--- config.mk ---
export PLATFORM = sky130hd
export DESIGN_NAME = keypad_sequencer
export DESIGN_NICKNAME = d
export VERILOG_FILES = /design/src/rtl/keypad_sequencer.sv
export SDC_FILE = /design/constraint.sdc
export NUM_CORES = 1
export LEC_CHECK = 0
export ABC_AREA = 1
export BUFFER_PORTS_ARGS = -buffer_cell sky130_fd_sc_hd__clkbuf_2
export CAP_MARGIN = 10
export CORE_ASPECT_RATIO = 1.1
export CORE_MARGIN = 2
export CORE_UTILIZATION = 45
export CTS_BUF_LIST = sky130_fd_sc_hd__clkbuf_16
export CTS_CLUSTER_DIAMETER = 60
export DETAILED_ROUTE_END_ITERATION = 16
export GPL_TIMING_DRIVEN = 0
export PLACE_DENSITY = 0.7
export SLEW_MARGIN = 20
export SYNTH_ARGS = -nofsm -noshare
export SYNTH_HDL_FRONTEND = slang
export SYNTH_SLANG_ARGS = --single-unit
--- constraint.sdc ---
create_clock -name clk -period 1.8 [get_ports clk]
set_input_delay 0.36 -clock clk [delete_from_list [all_inputs] [get_ports clk]]
set_output_delay 0.36 -clock clk [all_outputs]
set_load 0.03 [all_outputs]
--- src/rtl/keypad_sequencer.sv ---
// keypad_sequencer: turns a command stream into timed key/button presses for a microwave front panel.
// Define KEYPAD_FIFO_EN to add a 4-entry command FIFO; without it commands are accepted only in IDLE.
module keypad_sequencer #(
    parameter int HOLD_CYCLES = 110,
    parameter int GAP_CYCLES  = 110
) (
    input  logic       clk,
    input  logic       clear,
    input  logic       cmd_valid,
    input  logic [3:0] cmd,
    output logic       cmd_ready,
    output logic [9:0] keypad,
    output logic       startn,
    output logic       stopn,
    output logic       clearn,
    output logic       busy,
    output logic       err
);
    localparam int HOLD_EFF = (HOLD_CYCLES < 1) ? 1 : HOLD_CYCLES;
    localparam int GAP_EFF  = (GAP_CYCLES < 1) ? 1 : GAP_CYCLES;
    localparam int MAX_EFF  = (HOLD_EFF > GAP_EFF) ? HOLD_EFF : GAP_EFF;
    localparam int CW       = (MAX_EFF < 2) ? 1 : $clog2(MAX_EFF);
    localparam logic [CW-1:0] HOLD_LAST = CW'(HOLD_EFF - 1);
    localparam logic [CW-1:0] GAP_LAST  = CW'(GAP_EFF - 1);

    typedef enum logic [1:0] {
        IDLE = 2'd0,
        HOLD = 2'd1,
        GAP  = 2'd2
    } state_t;

    state_t        state_r, state_s;
    logic [CW-1:0] cnt_r, cnt_s;
    logic [3:0]    cur_r, cur_s;
    logic          accept_s, cmd_ok_s;
    logic          avail_s, queued_s, ready_s;
    logic [3:0]    avail_cmd_s;
    logic [9:0]    keypad_s;
    logic          startn_s, stopn_s, clearn_s, busy_s, err_s;

    assign accept_s = cmd_valid && cmd_ready;
    assign cmd_ok_s = (cmd <= 4'd12);

`ifdef KEYPAD_FIFO_EN
    logic [3:0] fifo_r [4];
    logic [1:0] rd_r, wr_r;
    logic [2:0] count_r, count_s;
    logic       push_s, pop_s, start_s;

    // Queue head has priority; an incoming command bypasses the queue only when it is empty
    always_comb begin
        if (count_r != 3'd0) begin
            avail_s     = 1'b1;
            avail_cmd_s = fifo_r[rd_r];
        end else if (accept_s && cmd_ok_s) begin
            avail_s     = 1'b1;
            avail_cmd_s = cmd;
        end else begin
            avail_s     = 1'b0;
            avail_cmd_s = 4'd0;
        end
    end

    assign start_s  = (state_s == HOLD) && (state_r != HOLD);
    assign pop_s    = start_s && (count_r != 3'd0);
    assign push_s   = accept_s && cmd_ok_s && !(start_s && (count_r == 3'd0));
    assign count_s  = count_r + {2'd0, push_s} - {2'd0, pop_s};
    assign queued_s = (count_s != 3'd0);
    assign ready_s  = (count_s != 3'd4);

    // FIFO storage and pointers
    always_ff @(posedge clk) begin
        if (clear) begin
            rd_r    <= 2'd0;
            wr_r    <= 2'd0;
            count_r <= 3'd0;
        end else begin
            if (push_s) begin
                fifo_r[wr_r] <= cmd;
                wr_r         <= wr_r + 2'd1;
            end
            if (pop_s) begin
                rd_r <= rd_r + 2'd1;
            end
            count_r <= count_s;
        end
    end
`else
    assign avail_s     = accept_s && cmd_ok_s;
    assign avail_cmd_s = cmd;
    assign queued_s    = 1'b0;
    assign ready_s     = (state_s == IDLE);
`endif

    // Next-state and hold/gap counter logic
    always_comb begin
        state_s = state_r;
        cnt_s   = cnt_r;
        cur_s   = cur_r;
        case (state_r)
            IDLE: begin
                if (avail_s) begin
                    state_s = HOLD;
                    cnt_s   = {CW{1'b0}};
                    cur_s   = avail_cmd_s;
                end else begin
                    state_s = IDLE;
                end
            end
            HOLD: begin
                if (cnt_r == HOLD_LAST) begin
                    state_s = GAP;
                    cnt_s   = {CW{1'b0}};
                end else begin
                    cnt_s = cnt_r + CW'(1);
                end
            end
            GAP: begin
                if (cnt_r == GAP_LAST) begin
                    cnt_s = {CW{1'b0}};
                    if (avail_s) begin
                        state_s = HOLD;
                        cur_s   = avail_cmd_s;
                    end else begin
                        state_s = IDLE;
                    end
                end else begin
                    cnt_s = cnt_r + CW'(1);
                end
            end
            default: begin
                state_s = IDLE;
                cnt_s   = {CW{1'b0}};
            end
        endcase
    end

    // Output values for the coming cycle, decoded from the next state so outputs can be registered
    always_comb begin
        keypad_s = 10'd0;
        startn_s = 1'b1;
        stopn_s  = 1'b1;
        clearn_s = 1'b1;
        if (state_s == HOLD) begin
            case (cur_s)
                4'd10:   startn_s = 1'b0;
                4'd11:   stopn_s  = 1'b0;
                4'd12:   clearn_s = 1'b0;
                default: begin
                    if (cur_s <= 4'd9) begin
                        keypad_s = 10'd1 << cur_s;
                    end else begin
                        keypad_s = 10'd0;
                    end
                end
            endcase
        end else begin
            keypad_s = 10'd0;
        end
        busy_s = (state_s != IDLE) || queued_s;
        err_s  = accept_s && !cmd_ok_s;
    end

    // State register and registered outputs
    always_ff @(posedge clk) begin
        if (clear) begin
            state_r   <= IDLE;
            cnt_r     <= {CW{1'b0}};
            cur_r     <= 4'd0;
            keypad    <= 10'd0;
            startn    <= 1'b1;
            stopn     <= 1'b1;
            clearn    <= 1'b1;
            cmd_ready <= 1'b1;
            busy      <= 1'b0;
            err       <= 1'b0;
        end else begin
            state_r   <= state_s;
            cnt_r     <= cnt_s;
            cur_r     <= cur_s;
            keypad    <= keypad_s;
            startn    <= startn_s;
            stopn     <= stopn_s;
            clearn    <= clearn_s;
            cmd_ready <= ready_s;
            busy      <= busy_s;
            err       <= err_s;
        end
    end
endmodule

; Word level (Yosys, flattened, before mapping)
; Index checks and enable logic that the tools add are counted.
[totals]
regBits = 29
latchBits = 0
mem_bits_rw = 0
mem_bits_ro = 0
input_bits = 7
output_inout_bits = 16
elab_cells = 47
memories = 0
[classes]
add_sub_neg = 1
n_mul = 0
div_mod_pow = 0
magnitude_cmp = 2
eq_ne = 8
shifts = 1
n_mux = 13
bitwise_logic = 2
reduce_logical = 10
[ops]
columns = operator, n
row1 = 7-bit 2-to-1 mux, 2
row2 = 7-bit case mux with 2 select lines, 1
row3 = "4-bit == test, second input constant", 3
row4 = "1-bit by 4-bit left shift with 10-bit output, first input constant", 1
row5 = "4-bit <= comparator, second input constant", 2
row6 = 4-bit 2-to-1 mux, 2
row7 = 4-bit case mux with 2 select lines, 1
row8 = "7-bit by 1-bit adder with 7-bit output, second input constant", 1
row9 = "7-bit == test, second input constant", 1
row10 = 2-bit case mux with 3 select lines, 1
row11 = 6-bit OR reduction, 1
row12 = "2-bit by 1-bit == test with 1-bit output, second input constant", 2
row13 = 2-bit zero test, 2
row14 = 1-bit 2-to-1 mux, 4
row15 = 2-bit 2-to-1 mux, 2
row16 = 2-bit OR reduction, 2
row17 = 1-bit logical AND, 3
row18 = "2-bit == test, second input constant", 1
row19 = "2-bit != test, second input constant", 1
row20 = 1-bit inverter, 2
row21 = 2-bit nonzero test, 1
row22 = 1-bit zero test, 1

; Depth between registers and ports, before layout
; Gate-level depths: netlist (run 1).
[depth]
depth_word = 8
ltp_mapped = 13
mapped_depth_nobuf = 13

; Worst setup path after synthesis (run 1)
; OpenSTA, ideal clock, no wires.
[synth_path]
path_type = register -> register
startpoint = register state_r[0]
endpoint = register keypad[1]
t_arrival_ns = 1.460
t_required_ns = 1.686
path_slack_ns = 0.226
path_stages_with_launch = 10
period_less_slack_ns = 1.574
path_cell_list = dfxtp_1 -> inv_1 -> ha_1 -> or2_2 -> nand3_2 -> nand2_2 -> nand2_4 -> clkinv_2 -> nand4_4 -> nor2_1
[synth_via]
elab_chain_cells = 5
word_cells_on_any_way = 16
classes_between = order compare: 1 / eq/ne: 6 / shift: 1 / mux: 4 / bitwise: 2 / reduce/logical: 2
[synth_rtl]
columns = item, line
row1 = "start, declared", 32  ; state_t state_r, state_s;
row2 = "start signal, assigned", 178  ; state_r <= state_s;
row3 = "2-bit == test, or another cell as far along", 100  ; case (state_r)
row4 = 4-bit case mux with 2 select lines / 2-bit case mux with 3 select lines (equally long branches), 100
row5 = 4-bit <= comparator / 2-bit by 1-bit == test with 1-bit output (equally long branches), "150, 144"
row6 = 1-bit inverter (no line), n/a
row7 = 6-bit OR reduction (no line), n/a
row8 = "end signal, assigned", 181  ; keypad <= keypad_s;
row9 = "end, declared", 12  ; output logic [9:0] keypad,
; Several ways; a longest one is shown, not always the timed one.
; A chain may end at the register's enable or synchronous reset.

; Final worst setup path (run 1)
[layout_path]
startpoint = register cnt_r[1]
endpoint = register keypad[5]
[layout_via]
elab_chain_cells = 6
word_cells_on_any_way = 15
classes_between = order compare: 1 / eq/ne: 5 / shift: 1 / mux: 5 / bitwise: 2 / reduce/logical: 1
[layout_rtl]
columns = item, line
row1 = "start, declared", 33  ; logic [CW-1:0] cnt_r, cnt_s;
row2 = "start signal, assigned", 168  ; cnt_r <= {CW{1'b0}};
row3 = "start signal, assigned", 179  ; cnt_r <= cnt_s;
row4 = 7-bit == test (*), "111, 119"
row5 = "4-bit 2-to-1 mux, or another cell as far along", 119  ; if (cnt_r == GAP_LAST) begin
row6 = 4-bit case mux with 2 select lines / 2-bit case mux with 3 select lines (equally long branches), 100
row7 = 4-bit <= comparator / 2-bit by 1-bit == test with 1-bit output (equally long branches), "150, 144"
row8 = 1-bit inverter (no line), n/a
row9 = 6-bit OR reduction (no line), n/a
; Mark *: on every way between the ends. The rest lies on a longest branch, timed or not.

==> metrics.txt, run 1 <==
area of the multi-input gates 697 um^2; fin nets 208; drt total wl 2.41 mm; P_leak 0.736 nW; CTS Buffer Depth 2; H-tree depth 2; PnR worst setup slack 0.157 ns; gr ovfl total 0; worst endpoint required time 1.97 ns; IO Port Bufs 21; Layout area overhead 21.8%; Post-Syn Nets 180; CTS resizes 0; antenna violations before repair 0; CTS tree yes; commonest cells after routing, fill and taps aside dfxtp_1 (28), nand2_1 (24), nor2_1 (22), clkbuf_2 (21), inv_1 (18); Clock Sinks 29; Fin Setup TNS 0 ns; Max stage delay on crit path 0.33 ns; Post-CTS Hold Fix Bufs 0; n_diodes 0; CORE AREA 0.00297 mm^2; post-route insts no fill 230; Final min period 1.64 ns; clock slew at reported path FFs 0.05 ns; vias per std cell 4.80; count of final setup violators 0; Netlist Area Pre-Place 0.00137 mm^2; vias in the first global route 1048; number of library cell types mapped by synthesis 28; Syn Area/Cell 8.21 um^2; clock latency on the worst-skew pair 0.27 ns; GP Congestion 0.757; DIE WIDTH 56.6 um; Fin. Hold Viols 0; Pwr Density 1000 mW/mm^2; num rows 21; final antenna-violating net count 0; via count 1103; Worst Max-Slew Pin Slew 0.455 ns; DR iter-0 viols 16; Register Area 582 um^2; crit-path most repeated cell nand2_2; hpwl dp 1.96 mm; status finished, final reports clean; DRC 0; filler instances 284; die area 0.00351 mm^2; postcts setup bufs 0; GR Util All Layers 16.2%; CTS Buf Count 5; IO Pins 23; CP max-delay cell dfxtp_1; Initial Util 46.2%; Avg WL per Cell 10.5 um; critical path type register to register; post-synthesis register bit count 29; synth warn 0; commonest non-fill, non-tap cell in the layout dfxtp_1; Peak supply drop 0.680 mV; die height 61.9 um; critical-path cell list inv_1, ha_1, nand2_1, nor2_4, nand3_1, nand2_2, nand2_2, o21ai_4, inv_2, nand2_2, nor2_1; Setup crit start kind register; period utilization 91.3%; Cells after Synth 167; register area share after synthesis 42.3%; fraction of layout cells with a size suffix above 1 35.7%; first-pass detailed-route iteration total 4; Final Max Tran Viols 0; placed instance count 222; pin count of the biggest net entering global routing 11; crit path DAT 1.81 ns; placement-stage worst setup slack 0.0691 ns; global-route wire length before repair 4.26 mm; CP Max Fanout 6; RSZ-0062 raised after global routing no; overall power 0.00167 W; Min-Delay Path Class input pin to register; root buf cell clkbuf_16; Setup crit end kind register; clk_skew 0.00418 ns; worst relative slew slack 69.7%; Max Freq 609 MHz; Max Cap Viol 0
synth_stat cells:
master / instances / area (um^2)
nor3_1: 6 / 30.0
or2_2: 1 / 6.26
nand2_2: 11 / 68.8
nor3_4: 1 / 16.3
nand2_1: 26 / 97.6
nand2_4: 2 / 22.5
nand4_1: 3 / 18.8
clkbuf_1: 1 / 3.75
a211oi_1: 1 / 7.51
nor2_2: 3 / 18.8
nand3_2: 2 / 20.0
a21oi_1: 4 / 20.0
nand4_2: 1 / 12.5
xor2_1: 1 / 8.76
dfxtp_1: 29 / 581
nor2_4: 6 / 67.6
nor2_1: 22 / 82.6
inv_1: 19 / 71.3
nor3b_1: 2 / 15.0
o21ai_4: 1 / 16.3
inv_4: 1 / 6.26
o21ai_0: 1 / 5.00
nand4_4: 1 / 21.3
a21oi_2: 1 / 8.76
clkinv_2: 1 / 5.00
inv_2: 4 / 15.0
ha_1: 6 / 75.1
nand3_1: 10 / 50.1
final cells by class:
| type | instances | area share (%) |
|---|---|---|
| Sequential cell | 29 | 34.8 |
| Tap cell | 34 | 2.55 |
| Timing Repair Buffer | 21 | 6.29 |
| Inverter | 25 | 5.84 |
| Buffer | 1 | 0.225 |
| Multi-Input combinational cell | 112 | 41.7 |
| Clock buffer | 5 | 7.49 |
| Clock inverter | 3 | 1.05 |
worst paths after layout:
check / startpoint / to / slack, ns / cells after the start
hold / removal: cmd_valid / err / 0.41 / 3
setup / recovery: cnt_r[1] / keypad[5] / 0.16 / 11
setup reg to reg: cnt_r[1] / keypad[5] / 0.16 / 11
hold reg to reg: cnt_r[0] / cnt_r[0] / 0.51 / 2
stage by stage:
step           util (%)  hold slack [ns]  cell area [um^2]
6_report           56.3            0.409              1670
5_1_grt            56.3            0.440              1670
4_1_cts            56.0            0.405              1660
3_5_place_dp       51.2            0.510              1520
3_3_place_gp       51.2            0.486              1520
2_1_floorplan         -            0.473              1370
critical path, delay by kind of cell, from the launching register on:
kind	cells	cell delay, ns
DFF	1	0.33
buffers and inverters	2	0.16
and+or+nand+nor	7	0.64
AOI/OAI and AO/OA	1	0.25
adders and majority gates	1	0.17
per-layer routing:
metal  track usage [%]  part of all wire [%]  vias to the layer above  routed length (um)
li1                  -                     -                      578                   -
met1              16.8                    42                      504                1010
met2              29.9                    52                       15                1250
met3              6.21                   4.3                        6                 103
met4              7.14                   1.9                        0                  47
met5                 0                     0                        -                   0
state kept, by name, summed over array words and instances, names as in the netlist:
signal     cells
busy           1
keypad        10
state_r        2
stopn          1
startn         1
clearn         1
err            1
cnt_r          7
cur_r          4
cmd_ready      1
power by group:
part / switching [W] / total (W) / internal, W / leakage, nW
Sequential: 0.0000118 / 0.000677 / 0.000665 / 0.236
Clock: 0.000278 / 0.000783 / 0.000504 / 0.0696
Combinational: 0.000147 / 0.000213 / 0.0000657 / 0.431
cell families after synthesis:
family                   count (synthesis)  synth area share, %
buffers and inverters                   26                 7.39
XOR/XNOR                                 1                0.639
AND/OR/NAND/NOR                         97                 40.0
flip-flops                              29                 42.3
AO/OA/AOI/OAI                            8                 4.20
adder cells (fa/ha/maj)                  6                 5.47
Note: power is estimated with default switching activity, not from simulation.
==> run 2, diff against run 1 <==
--- a/config.mk
+++ b/config.mk
@@ -15,7 +15,7 @@
 export CTS_CLUSTER_DIAMETER = 60
 export DETAILED_ROUTE_END_ITERATION = 16
 export GPL_TIMING_DRIVEN = 0
-export PLACE_DENSITY = 0.7
+export PLACE_DENSITY = 0.63
 export SLEW_MARGIN = 20
 export SYNTH_ARGS = -nofsm -noshare
 export SYNTH_HDL_FRONTEND = slang
==> run 2 against run 1 <==
Final cell count is the same. Die area is the same. Non-clock buffer count is the same. Clock power grew 21%. Sequential power is essentially flat. Combinational power is essentially flat. Fmax shrank 1.1%. Critical path depth shrank 2. Worst hold slack gained 0.0091 ns. Global-route usage grew 0.84 points. Via count grew 1.7%. Clock skew shrank 0.0012 ns.
==> metrics.txt, run 2 (synthesized netlist as in run 1, its figures left out) <==
final design area excluding fillers 0.00170 mm^2 (+1.9%); vias per std cell 4.88 (+1.7%); die height 61.9 um (unchanged); Peak supply drop 0.865 mV (+27%); clock latency on the worst-skew pair 0.27 ns (about the same); clock slew at reported path FFs 0.05 ns (about the same); postcts setup bufs 0 (unchanged); vias in the first global route 1069 (+2.0%); filler instances 271 (-4.6%); worst endpoint required time 1.97 ns (about the same); Min-Delay Endpoint err; n_diodes 0 (unchanged); CP Max Fanout 5 (-1); pin count of the biggest net entering global routing 12 (+1); count of final setup violators 0 (unchanged); P_leak 0.744 nW (+1.1%); Final Max Tran Viols 0 (unchanged); fin nets 208 (unchanged); Post-CTS Hold Fix Bufs 0 (unchanged); GR Util All Layers 17.1% (+0.84 points); CTS Buffer Depth 2 (unchanged); commonest non-fill, non-tap cell in the layout dfxtp_1; Setup crit start kind register; Avg WL per Cell 11.3 um (+7.5%); reg2reg end keypad[1]; CTS resizes 0 (unchanged); HP Start cmd_valid; Fin Setup TNS 0 ns (unchanged); period utilization 92.4% (+1.1 points); commonest cells after routing, fill and taps aside dfxtp_1 (28), nand2_1 (26), nor2_1 (22), clkbuf_2 (21), inv_1 (18); FF-to-FF Start state_r[0]; DRC 0 (unchanged); final antenna-violating net count 0 (unchanged); Max stage delay on crit path 0.36 ns (+0.03 ns); Pwr Density 1080 mW/mm^2 (+7.6%); CORE AREA 0.00297 mm^2 (unchanged); GP Congestion 0.840 (+11%); CTS tree yes; critical-path cell list inv_1, ha_1, or2_2, nand3_2, nand2_2, nand2_4, clkinv_2, nand4_4, nor2_1; IO Pins 23 (unchanged); die area 0.00351 mm^2 (unchanged); via count 1122 (+1.7%); IO Port Bufs 21 (unchanged); area post-placement 0.00152 mm^2 (unchanged); fraction of layout cells with a size suffix above 1 34.7% (-1.0 points); antenna violations before repair 0 (unchanged); worst relative slew slack 71.5% (+1.8 points); CP max-delay cell dfxtp_2; root buf cell clkbuf_16; gr ovfl total 0 (unchanged); CTS Buf Count 5 (unchanged); DIE WIDTH 56.6 um (unchanged); H-tree depth 2 (unchanged); drt total wl 2.59 mm (+7.5%); num rows 21 (unchanged); Fin. Hold Viols 0 (unchanged); Worst Max-Slew Pin Slew 0.427 ns (-0.0276 ns); Layout area overhead 24.2%; global-route wire length before repair 4.48 mm (+5.0%); r2r worst-path depth 9 (-2); DR iter-0 viols 12 (-4); r2r setup slk 0.14 ns (-0.02 ns); Max Freq 602 MHz (-1.1%); hpwl dp 1.97 mm (+0.16%); crit path DAT 1.83 ns (+0.02 ns); clk_skew 0.00300 ns (-0.00117 ns); biggest regs keypad (10), cnt_r (7), cur_r (4); Min-Delay Path Class input pin to register; status finished, final reports clean; critical path type register to register; Max Cap Viol 0 (unchanged); worst hold stages 3 (unchanged); Final min period 1.66 ns (+0.0190 ns); crit path from state_r[0]; Setup crit end kind register; Largest register FFs 10 (unchanged); Initial Util 46.2% (unchanged); largest register by flop count keypad; Clock Sinks 29 (unchanged); first-pass detailed-route iteration total 6 (+2); RSZ-0062 raised after global routing no
run 2: changes by cell type in the layout (fill, tap and decap cells not counted), sizes merged:
cell	change
clkinv	-1
bufinv	+1
run 2: per-layer routing:
| metal | track usage [%] | part of all wire [%] | up-vias |
|---|---|---|---|
| met2 | 29.9 | 52 | 22 |
| met1 | 18.1 | 43 | 518 |
| met4 | 10.2 | 1.2 | 0 |
| li1 | - | - | 578 |
| met5 | 0 | 0 | - |
| met3 | 6.00 | 4.5 | 4 |
run 2: worst max path at each step:
stage	endpoint	slack, ns	cells past startpoint
after floorplan	keypad[1]	0.23	9
after CTS	keypad[4]	0.03	8
after global routing	keypad[1]	0.007	11
after global placement	stopn	0.12	9
after detailed placement	keypad[4]	0.04	8
final	keypad[1]	0.14	9
run 2: where the power goes:
part           leakage [nW]  internal [W]  switching [W]
Clock                0.0800      0.000653       0.000292
Sequential            0.236      0.000664      0.0000112
Combinational         0.428     0.0000651       0.000149
run 2: area by class of cell:
| cell class | count | area (um^2) | area share (%) |
|---|---|---|---|
| sequential | 29 | 582 | 34.2 |
| tap | 34 | 42.5 | 2.50 |
| clock inverter | 3 | 46.3 | 2.72 |
| multi-input combinational | 112 | 701 | 41.1 |
| buffer | 1 | 3.75 | 0.220 |
| inverter | 25 | 97.6 | 5.73 |
| timing repair buffer | 21 | 105 | 6.17 |
| clock buffer | 5 | 125 | 7.35 |
run 2: worst max-delay path, delay by kind of cell (launching register included):
| kind | cells | cell delay [ns] |
|---|---|---|
| and+or+nand+nor | 6 | 0.78 |
| DFF | 1 | 0.36 |
| adders and majority gates | 1 | 0.25 |
| buffers and inverters | 2 | 0.17 |
run 2: per-stage QoR:
step	instances	worst slack, ns	total power, W	utilization (%)	hold WS (ns)
final	230	0.138	0.00183	57.4	0.418
after global routing	230	0.00707	0.00192	57.4	0.435
after CTS	230	0.0267	0.00185	56.9	0.415
after detailed placement	222	0.0412	0.000899	51.2	0.498
after global placement	222	0.117	0.000894	51.2	0.485
after floorplan	167	0.226	0.000855	-	0.473
